`src/rtl/counters_pkg.sv`:
```
// rtl/counters_pkg.sv - shared counter mode encodings
package counters_pkg;

    typedef enum logic {
        MODE_WRAP = 1'b0,
        MODE_SAT  = 1'b1
    } count_mode_e;

endpackage

```
`src/rtl/mod_counter_if.sv`:
```
// rtl/mod_counter_if.sv - control/status bundle of the modulo counter
interface mod_counter_if #(
    parameter int WIDTH = 4
);
    logic             en;
    logic             up;
    logic             load;
    logic [WIDTH-1:0] d;
    logic [WIDTH-1:0] q;
    logic             tc;
    logic             wrap;
    logic             ovf;

    modport master (
        output en, up, load, d,
        input  q, tc, wrap, ovf
    );

    modport slave (
        input  en, up, load, d,
        output q, tc, wrap, ovf
    );
endinterface

```
`src/rtl/mod_counter_dff_n.sv`:
```
// rtl/mod_counter_dff_n.sv - WIDTH-bit D register, sync active-high reset, load enable
module dff_n #(
    parameter int WIDTH = 1
) (
    input  logic             clk,
    input  logic             reset,
    input  logic             en_i,
    input  logic [WIDTH-1:0] d_i,
    output logic [WIDTH-1:0] q_o
);
    logic [WIDTH-1:0] data_q;

    always_ff @(posedge clk) begin
        if (reset) begin
            data_q <= '0;
        end else if (en_i) begin
            data_q <= d_i;
        end
    end

    assign q_o = data_q;
endmodule

```
`src/rtl/mod_counter.sv`:
```
// rtl/mod_counter.sv - up/down modulo counter with load, wrap pulse and sticky overflow
module mod_counter
    import counters_pkg::*;
#(
    parameter int WIDTH    = 4,
    parameter int MODULUS  = 10,
    parameter int SATURATE = 0
) (
    input  logic          clk,
    input  logic          reset,
    mod_counter_if.slave  bus
);
    localparam bit               SAT_EN  = (SATURATE == int'(MODE_SAT));
    localparam logic [WIDTH-1:0] MAX_VAL = WIDTH'(MODULUS - 1);
    // One extra bit so MODULUS == 2**WIDTH still compares correctly against d.
    localparam logic [WIDTH:0]   MOD_EXT = (WIDTH + 1)'(MODULUS);

    logic [WIDTH-1:0] count_q, count_d;
    logic             wrap_q, wrap_d;
    logic             ovf_q, ovf_d;
    logic             count_en, ovf_en;
    logic             at_max, at_min;

    assign at_max = (count_q == MAX_VAL);
    assign at_min = (count_q == '0);

    always_comb begin
        count_d  = count_q;
        wrap_d   = 1'b0;
        ovf_d    = ovf_q;
        count_en = 1'b0;
        ovf_en   = 1'b0;
        if (bus.load) begin
            count_en = 1'b1;
            ovf_en   = 1'b1;
            ovf_d    = 1'b0;
            count_d  = ({1'b0, bus.d} >= MOD_EXT) ? MAX_VAL : bus.d;
        end else if (bus.en) begin
            count_en = 1'b1;
            if (bus.up) begin
                if (!at_max) begin
                    count_d = count_q + WIDTH'(1);
                end else if (!SAT_EN) begin
                    count_d = '0;
                    wrap_d  = 1'b1;
                end
            end else begin
                if (!at_min) begin
                    count_d = count_q - WIDTH'(1);
                end else if (!SAT_EN) begin
                    count_d = MAX_VAL;
                    wrap_d  = 1'b1;
                end
            end
            // A wrap is the only event that sets the sticky flag.
            if (wrap_d) begin
                ovf_en = 1'b1;
                ovf_d  = 1'b1;
            end
        end
    end

    dff_n #(.WIDTH(WIDTH)) u_count (
        .clk   (clk),
        .reset (reset),
        .en_i  (count_en),
        .d_i   (count_d),
        .q_o   (count_q)
    );

    dff_n #(.WIDTH(1)) u_wrap (
        .clk   (clk),
        .reset (reset),
        .en_i  (1'b1),
        .d_i   (wrap_d),
        .q_o   (wrap_q)
    );

    dff_n #(.WIDTH(1)) u_ovf (
        .clk   (clk),
        .reset (reset),
        .en_i  (ovf_en),
        .d_i   (ovf_d),
        .q_o   (ovf_q)
    );

    assign bus.q    = count_q;
    assign bus.wrap = wrap_q;
    assign bus.ovf  = ovf_q;
    assign bus.tc   = bus.up ? at_max : at_min;
endmodule

```
`src/flat_wrapper.sv`:
```
// flat-port wrapper written by rule: the top's interface ports become plain ports
module mod_counter_flat import counters_pkg::*;
#(
    parameter int WIDTH    = 4,
    parameter int MODULUS  = 10,
    parameter int SATURATE = 0
)
  (clk, reset, bus_en, bus_up, bus_load, bus_d, bus_q, bus_tc, bus_wrap, bus_ovf);
  mod_counter_if #(.WIDTH(WIDTH)) bus_i ();
  input  logic clk;
  input  logic reset;
  input wire logic [$bits(bus_i.en)-1:0] bus_en;
  input wire logic [$bits(bus_i.up)-1:0] bus_up;
  input wire logic [$bits(bus_i.load)-1:0] bus_load;
  input wire logic [$bits(bus_i.d)-1:0] bus_d;
  output wire logic [$bits(bus_i.q)-1:0] bus_q;
  output wire logic [$bits(bus_i.tc)-1:0] bus_tc;
  output wire logic [$bits(bus_i.wrap)-1:0] bus_wrap;
  output wire logic [$bits(bus_i.ovf)-1:0] bus_ovf;
  assign bus_i.en = bus_en;
  assign bus_i.up = bus_up;
  assign bus_i.load = bus_load;
  assign bus_i.d = bus_d;
  assign bus_q = bus_i.q;
  assign bus_tc = bus_i.tc;
  assign bus_wrap = bus_i.wrap;
  assign bus_ovf = bus_i.ovf;
  mod_counter #(.WIDTH(WIDTH), .MODULUS(MODULUS), .SATURATE(SATURATE)) u_core (.clk(clk), .reset(reset), .bus(bus_i));
endmodule
```
`config.mk`:
```
export PLATFORM = sky130hd
export DESIGN_NAME = mod_counter_flat
export DESIGN_NICKNAME = d
export VERILOG_FILES = /design/src/rtl/counters_pkg.sv /design/src/rtl/mod_counter_if.sv /design/src/rtl/mod_counter_dff_n.sv /design/src/rtl/mod_counter.sv /design/src/flat_wrapper.sv
export SDC_FILE = /design/constraint.sdc
export NUM_CORES = 1
export LEC_CHECK = 0
export CAP_MARGIN = 20
export CORE_MARGIN = 2
export CORE_UTILIZATION = 38
export CTS_CLUSTER_DIAMETER = 80
export DETAILED_ROUTE_END_ITERATION = 10
export PLACE_DENSITY = 0.75
export SYNTH_ARGS = -nofsm -noshare
export SYNTH_HDL_FRONTEND = slang
export SYNTH_HIERARCHICAL = 1
export SYNTH_SLANG_ARGS = --single-unit
```
`constraint.sdc`:
```
create_clock -name clk -period 2.4 [get_ports clk]
set_input_delay 0.6 -clock clk [delete_from_list [all_inputs] [get_ports clk]]
set_output_delay 0.6 -clock clk [all_outputs]
set_load 0.01 [all_outputs]
```
==> results of run 1 <==
## cells in the final DEF (no fill, tap or decap)
cell type and n:
dfxtp_1 6, buf_4 4, clkbuf_4 3, mux2i_1 6
a221oi_1 1, dlymetal6s2s_1 1, a21oi_2 1, a21o_1 2
o21ai_0 4, or3_4 1, nand2_2 1, buf_6 1
xnor2_1 2, nor2b_1 1, nand2b_1 3, a21boi_0 1
a211oi_4 1, nor4_1 1, or2b_1 1, buf_2 1
o22ai_1 1, nand3_1 2, or2_2 2, clkdlybuf4s50_1 13
conb_1 1, nor2_1 11, o21a_1 1, a22oi_1 1
and2b_1 1, inv_1 3, nand2_1 2, nand4b_1 2
a21oi_1 2, a2111oi_0 1, o31ai_1 1, a32oi_1 1
## flip-flops by register name (all words and copies together), names as in the netlist
signal / flops
u_core/u_count/q_o: 4
u_core/u_ovf/q_o: 1
u_core/u_wrap/q_o: 1
## layout make-up
type | count | area, um^2 | share of cell area
well taps | 15 | 18.77 | 0.02564
inverters | 3 | 11.26 | 0.01538
flip-flops and latches | 6 | 120.1 | 0.1641
clock buffers | 3 | 22.52 | 0.03077
multi-input cells | 55 | 370.4 | 0.5060
repair buffers | 20 | 188.9 | 0.2581
## power breakdown
group / switching [uW] / total [uW] / internal [uW] / leakage, uW
registers: 11.1 / 117 / 106 / 0.0000492
clock network: 33.8 / 90.2 / 56.4 / 0.0000138
logic: 50.8 / 116 / 64.8 / 0.000243
## worst min-delay path: cells and delay by family, from the launching register on
family	cells	cell delay, ns
multiplexers	1	0.07
flip-flops	1	0.34
AND/OR/NAND/NOR	1	0.07
## kinds of logic (layout without fill, tap and decap cells)
family | Yosys count | count (layout) | share of synthesized area
AOI/OAI and AO/OA | 18 | 18 | 0.2518
xor gates and xnor gates | 2 | 2 | 0.03234
buffers and inverters | 10 | 26 | 0.09467
DFF | 6 | 6 | 0.2217
muxes | 6 | 6 | 0.1109
other | 1 | 1 | 0.006922
and+or+nand+nor | 28 | 28 | 0.2818
## how the worst max path moves through the flow
stage	cells after the start	slack, ns	startpoint	to
global route	1	0.28	u_core/u_count/q_o[2]	bus_q[2]
floorplan	3	0.42	bus_up	bus_tc
detailed placement	4	-0.40	bus_up	bus_tc
global placement	4	-0.37	bus_up	bus_tc
finish	4	0.34	bus_up	bus_tc
CTS	4	0.005	bus_up	bus_tc
## through the flow
stage	hold slack [ns]	instances
3_3_place_gp	0.5089	99
6_report	0.5195	102
5_1_grt	0.5870	102
2_1_floorplan	0.5363	71
3_5_place_dp	0.5168	99
4_1_cts	0.5322	102
## timing repair
item,in CTS,in global routing
resized for setup,4,2
setup endpoints to repair,1,1
hold endpoints to repair,0,0
setup buffers,0,0
pin swaps,0,1
## metal layers
metal / part of all wire / vias up
li1: - / 278
met1: 0.54 / 228
met2: 0.42 / 15
met3: 0.041 / 0
met4: 0 / 0
met5: 0 / -
==> results by group, run 1 <==
Global routing
  • Overflow after GRT: 0
  • Pin count of the biggest net entering global routing: 13
  • Gr busiest metal: met2
  • Global-route wire length before repair: 1952 um
  • Total Routing Usage GR: 0.1406
  • Initial antenna violation count: 0
  • GR Util met3: 0.01304
  • Vias in the first global route: ~460
  • Met2 Use GR: 0.2063
  • Met1 GRT Util: 0.1990

Pwr
  • Pwr dens: about 440 nW/um^2
  • Pwr Total: ~320 uW
  • Leakage: between 0.0003 and 0.0004 uW
  • Worst VDD drop: approximately 0.0003 V

Timing
  • Slew Limit Fails: 0
  • Final period util: 0.8591
  • Setup TNS: 0 ns
  • Relative slew margins: 0.6826
  • Post-route minimum period: just over 2 ns
  • Setup Skew: between 0.0015 and 0.002 ns
  • FMAX: about 0.48 GHz
  • Final Setup Violations: 0
  • Slew @ Worst Pin: 0.4642 ns
  • Final hold violations: 0
  • RSZ-0062 raised after global routing: false
  • Final WS setup: between 0.3 and 0.4 ns

Logic synthesis
  • Synth cell count leaders: nor2_1, dfxtp_1, mux2i_1
  • Mean Syn Cell Area: around 7.6 um^2
  • Area leader, netlist: dfxtp_1
  • Asr flop ratio synth: 0
  • Synth cell types: 34
  • Cells after Synth: around 70
  • Post-synth EDFFs: 0
  • Post-Syn Nets: 80
  • Synth Register Bits: 6
  • Most frequent cell after synthesis: nor2_1
  • Yosys top cell area share: 0.2217
  • Ranking of synthesized cells by area: dfxtp_1, mux2i_1, nor2_1, a211oi_4, buf_2
  • Ys flop type: dfxtp_1
  • Yosys warns: 6
  • Mapped cell area: about 540 um^2
  • Sequential area share after synthesis: 0.2217

Clock network
  • TritonCTS clock tree: built
  • Clk_lat worst skew: approximately 0.24 ns
  • CTS H-tree lvls: 1
  • Clock root buffer: clkbuf_4
  • Clk sinks: 6
  • Clock transition at path regs: around 0.040 ns
  • # hold bufs at CTS: 0
  • CTS buffer count: 3
  • Longest Clk Path Bufs: 2

Die
  • Core area: 1318 um^2
  • Initial Utilization: 0.4112
  • Die area: 1744 um^2
  • Io pins: 16
  • Die Ht: around 42 um
  • # rows: 13
  • Die width: ~42 um

Route
  • Antenna-violating nets left: 0
  • Via density: between 5 and 6
  • Routed vias: approximately 520
  • First DRT Iteration DRCs: 19
  • Final WL: approximately 1200 um
  • Pre-antenna DRT Iters: 4
  • DRC Markers: 0
  • Routed length per instance: 11.67 um

Worst setup path
  • Worst path slowest cell: or3_4
  • Critical path arrival: approximately 1.5 ns
  • Bufs and invs on worst path: 2
  • Element type at the critical path end: output port
  • FF-to-FF End: u_core/u_count/q_o[3]
  • Delay-heaviest family, CP: simple AND/OR/NAND/NOR gates
  • CP Launch Type: input pin
  • Crit-path max FO: 2
  • WS Path Type: input pin to output port
  • Worst path cell trace: dlymetal6s2s_1 -> or3_4 -> a211oi_4 -> buf_2
  • Critical R2R Launch: u_core/u_count/q_o[2]
  • Worst path required time: 1.80 ns
  • R2R depth: 6
  • Flop-to-flop setup slack: 0.61 ns
  • CP peak stage delay: about 0.34 ns

Placed design
  • DP Area: slightly above 700 um^2
  • I/O Buffers: 15
  • DP Worst Slack: -0.3987 ns
  • Detailed Place HPWL: between 800 and 900 um
  • RePlAce Congestion: 0.8329

Job
  • Number of max-cap violations: 0

Final layout
  • Fin nets: 98
  • Fraction of layout cells with a size suffix above 1: 0.1724
  • Filler cells: ~140
  • Ant diodes: 0
  • Final instance area: ~730 um^2
  • Final core occ: 0.5556
  • P&R area growth vs syn: 35.10%

Worst hold path
  • Hold wc startpoint: u_core/u_ovf/q_o
  • Cells on Worst Hold Path: 2
  • Hold Path End: u_core/u_ovf/q_o
  • Hold crit path type: register to register

Run status
  • Status: finished clean
No activity file was read; power rests on OpenSTA's default activity.
==> inputs of run 2 (changes only) <==
--- a/config.mk
+++ b/config.mk
@@ -11,6 +11,7 @@
 export CTS_CLUSTER_DIAMETER = 80
 export DETAILED_ROUTE_END_ITERATION = 10
 export PLACE_DENSITY = 0.75
+export SETUP_SLACK_MARGIN = 0.3
 export SYNTH_ARGS = -nofsm -noshare
 export SYNTH_HDL_FRONTEND = slang
 export SYNTH_HIERARCHICAL = 1
==> run 2 against run 1 <==
Net effect: sequential power barely moved; clock power about the same; routed wire length fell by 1.0%; die area unchanged; critical endpoint unchanged; design area down 0.17%; final cell count increased by 0.98%; global-route usage rose by 0.27 points; clock skew about the same; count of clock-buffer cells in the layout stayed put; register-to-register slack gained 0.14 ns; fmax rose by 0.60%; critical path depth did not move.
==> results by group, run 2 (synthesis results as in run 1) <==
Clock network
  • # hold bufs at CTS: 0 (unchanged)
  • CTS H-tree lvls: 1 (unchanged)
  • Clk sinks: 6 (unchanged)
  • Longest Clk Path Bufs: 2 (unchanged)
  • Clk_lat worst skew: 0.24 ns (about the same)
  • CTS buffer count: 3 (unchanged)
  • TritonCTS clock tree: built (unchanged)
  • Clock transition at path regs: 0.04 ns (about the same)
  • Clock root buffer: clkbuf_4 (unchanged)

Global routing
  • Global-route wire length before repair: 1994 um (was 1952 um)
  • Met1 GRT Util: 0.2016 (was 0.1990)
  • Gr busiest metal: met2 (unchanged)
  • Overflow after GRT: 0 (unchanged)
  • Met2 Use GR: 0.2125 (was 0.2063)
  • Initial antenna violation count: 0 (unchanged)
  • Pin count of the biggest net entering global routing: 13 (unchanged)
  • Vias in the first global route: 470 (was 459)
  • GR Util met3: 0.01304 (unchanged)
  • Total Routing Usage GR: 0.1432 (was 0.1406)

Final layout
  • P&R area growth vs syn: 34.87% (was 35.10%)
  • Area of the multi-input gates: 370.4 um^2 (unchanged)
  • Ant diodes: 0 (unchanged)
  • Max FFs per register: 4 (unchanged)
  • Commonest non-fill, non-tap cell in the layout: clkdlybuf4s50_1 (unchanged)
  • Fin nets: 99 (was 98)
  • Most frequent cells in the layout: clkdlybuf4s50_1, nor2_1, buf_4, mux2i_1 (was clkdlybuf4s50_1, nor2_1, mux2i_1, dfxtp_1)
  • Final instance area: 730.7 um^2 (was 732.0 um^2)
  • Filler cells: 142 (was 143)
  • FF/Latch Area: 122.6 um^2 (was 120.1 um^2)
  • Fraction of layout cells with a size suffix above 1: 0.2159 (was 0.1724)

Pwr
  • Worst VDD drop: 0.0003060 V (was 0.0003053 V)
  • Pwr dens: 445.4 nW/um^2 (was 441.7 nW/um^2)
  • Leakage: 0.0003012 uW (was 0.0003061 uW)
  • Pwr Total: 325.5 uW (was 323.3 uW)

Timing
  • FMAX: 0.4879 GHz (was 0.4850 GHz)
  • Final WS setup: 0.3504 ns (was 0.3381 ns)
  • Slew Limit Fails: 0 (unchanged)
  • Final hold violations: 0 (unchanged)
  • Relative slew margins: 0.6826 (about the same)
  • Final Setup Violations: 0 (unchanged)
  • Setup Skew: 0.001854 ns (about the same)
  • Post-route minimum period: 2.050 ns (was 2.062 ns)
  • Slew @ Worst Pin: 0.4641 ns (was 0.4642 ns)
  • Final period util: 0.8540 (was 0.8591)
  • RSZ-0062 raised after global routing: false (unchanged)

Worst setup path
  • Flop-to-flop setup slack: 0.75 ns (was 0.61 ns)
  • Critical R2R Launch: u_core/u_count/q_o[0] (was u_core/u_count/q_o[2])
  • CP Launch Type: input pin (unchanged)
  • WS Path Type: input pin to output port (unchanged)
  • Element type at the critical path end: output port (unchanged)
  • Worst path required time: 1.80 ns (about the same)
  • R2R depth: 8 (was 6)
  • FF-to-FF End: u_core/u_ovf/q_o (was u_core/u_count/q_o[3])
  • Critical path arrival: 1.45 ns (was 1.46 ns)
  • Crit-path max FO: 2 (unchanged)

Die
  • Io pins: 16 (unchanged)
  • Die Ht: 41.76 um (unchanged)
  • Die area: 1744 um^2 (unchanged)
  • Initial Utilization: 0.4112 (unchanged)
  • # rows: 13 (unchanged)
  • Core area: 1318 um^2 (unchanged)
  • Die width: 41.76 um (unchanged)

Job
  • Number of max-cap violations: 0 (unchanged)

Route
  • DRC Markers: 0 (unchanged)
  • Via density: 5.087 (was 5.108)
  • Routed length per instance: 11.44 um (was 11.67 um)
  • Final WL: 1178 um (was 1190 um)
  • Antenna-violating nets left: 0 (unchanged)
  • Pre-antenna DRT Iters: 4 (unchanged)
  • First DRT Iteration DRCs: 22 (was 19)
  • Routed vias: 524 (was 521)

Worst hold path
  • Hold crit path type: register to register (unchanged)
  • Cells on Worst Hold Path: 2 (unchanged)
  • Hold wc startpoint: u_core/u_ovf/q_o (unchanged)
  • Hold Path End: u_core/u_ovf/q_o (unchanged)

Placed design
  • RePlAce Congestion: 0.8329 (unchanged)
  • DP Worst Slack: -0.3987 ns (unchanged)
  • I/O Buffers: 15 (unchanged)
  • Detailed Place HPWL: 856.4 um (unchanged)
  • DP Area: 708.2 um^2 (unchanged)

Run status
  • Status: finished clean (unchanged)
==> run 2: final cells by class <==
class,instances,area share
multi-input cells,55,0.5068
repair buffers,21,0.2534
flip-flops and latches,6,0.1678
clock buffers,3,0.03082
well taps,15,0.02568
inverters,3,0.01541
==> run 2: repair_timing <==
item	4_1_cts	5_1_grt
pin swaps	2	0
resized for setup	8	2
hold endpoints to repair	0	0
setup buffers	1	0
setup endpoints to repair	2	3
==> run 2: per-stage QoR <==
| stage | util | instances | hold WS, ns | TNS, ns |
|---|---|---|---|---|
| 2_1_floorplan | - | 71 | 0.5363 | 0 |
| 3_3_place_gp | 0.5375 | 99 | 0.5089 | -0.3682 |
| 3_5_place_dp | 0.5375 | 99 | 0.5168 | -0.3987 |
| 4_1_cts | 0.5527 | 103 | 0.5322 | 0 |
| 5_1_grt | 0.5546 | 103 | 0.5870 | 0 |
| 6_report | 0.5546 | 103 | 0.5195 | 0 |
==> run 2: how the worst max path moves through the flow <==
stage,depth (start not counted),start,endpoint
after CTS,1,u_core/u_count/q_o[2],bus_q[2]
after detailed placement,4,bus_up,bus_tc
after global routing,4,bus_up,bus_tc
after floorplan,3,bus_up,bus_tc
after global placement,4,bus_up,bus_tc
final,4,bus_up,bus_tc
==> run 2: power by group <==
group / internal, uW / switching [uW] / leakage, uW
clock: 56.4 / 33.9 / 0.0000138
combinational: 66.0 / 51.1 / 0.000237
sequential: 107 / 11.2 / 0.0000500
total: 229 / 96.1 / 0.000301
==> run 2: per-layer routing <==
layer | vias to the layer above | wire, um
met2 | 11 | 516
met4 | 0 | 0
li1 | 280 | -
met1 | 233 | 620
met5 | - | 0
met3 | 0 | 41
==> run 2: critical path: stages <==
cell	delay, ns
buf_2	0.11
or3_4	0.37
a211oi_4	0.20
buf_2	0.16
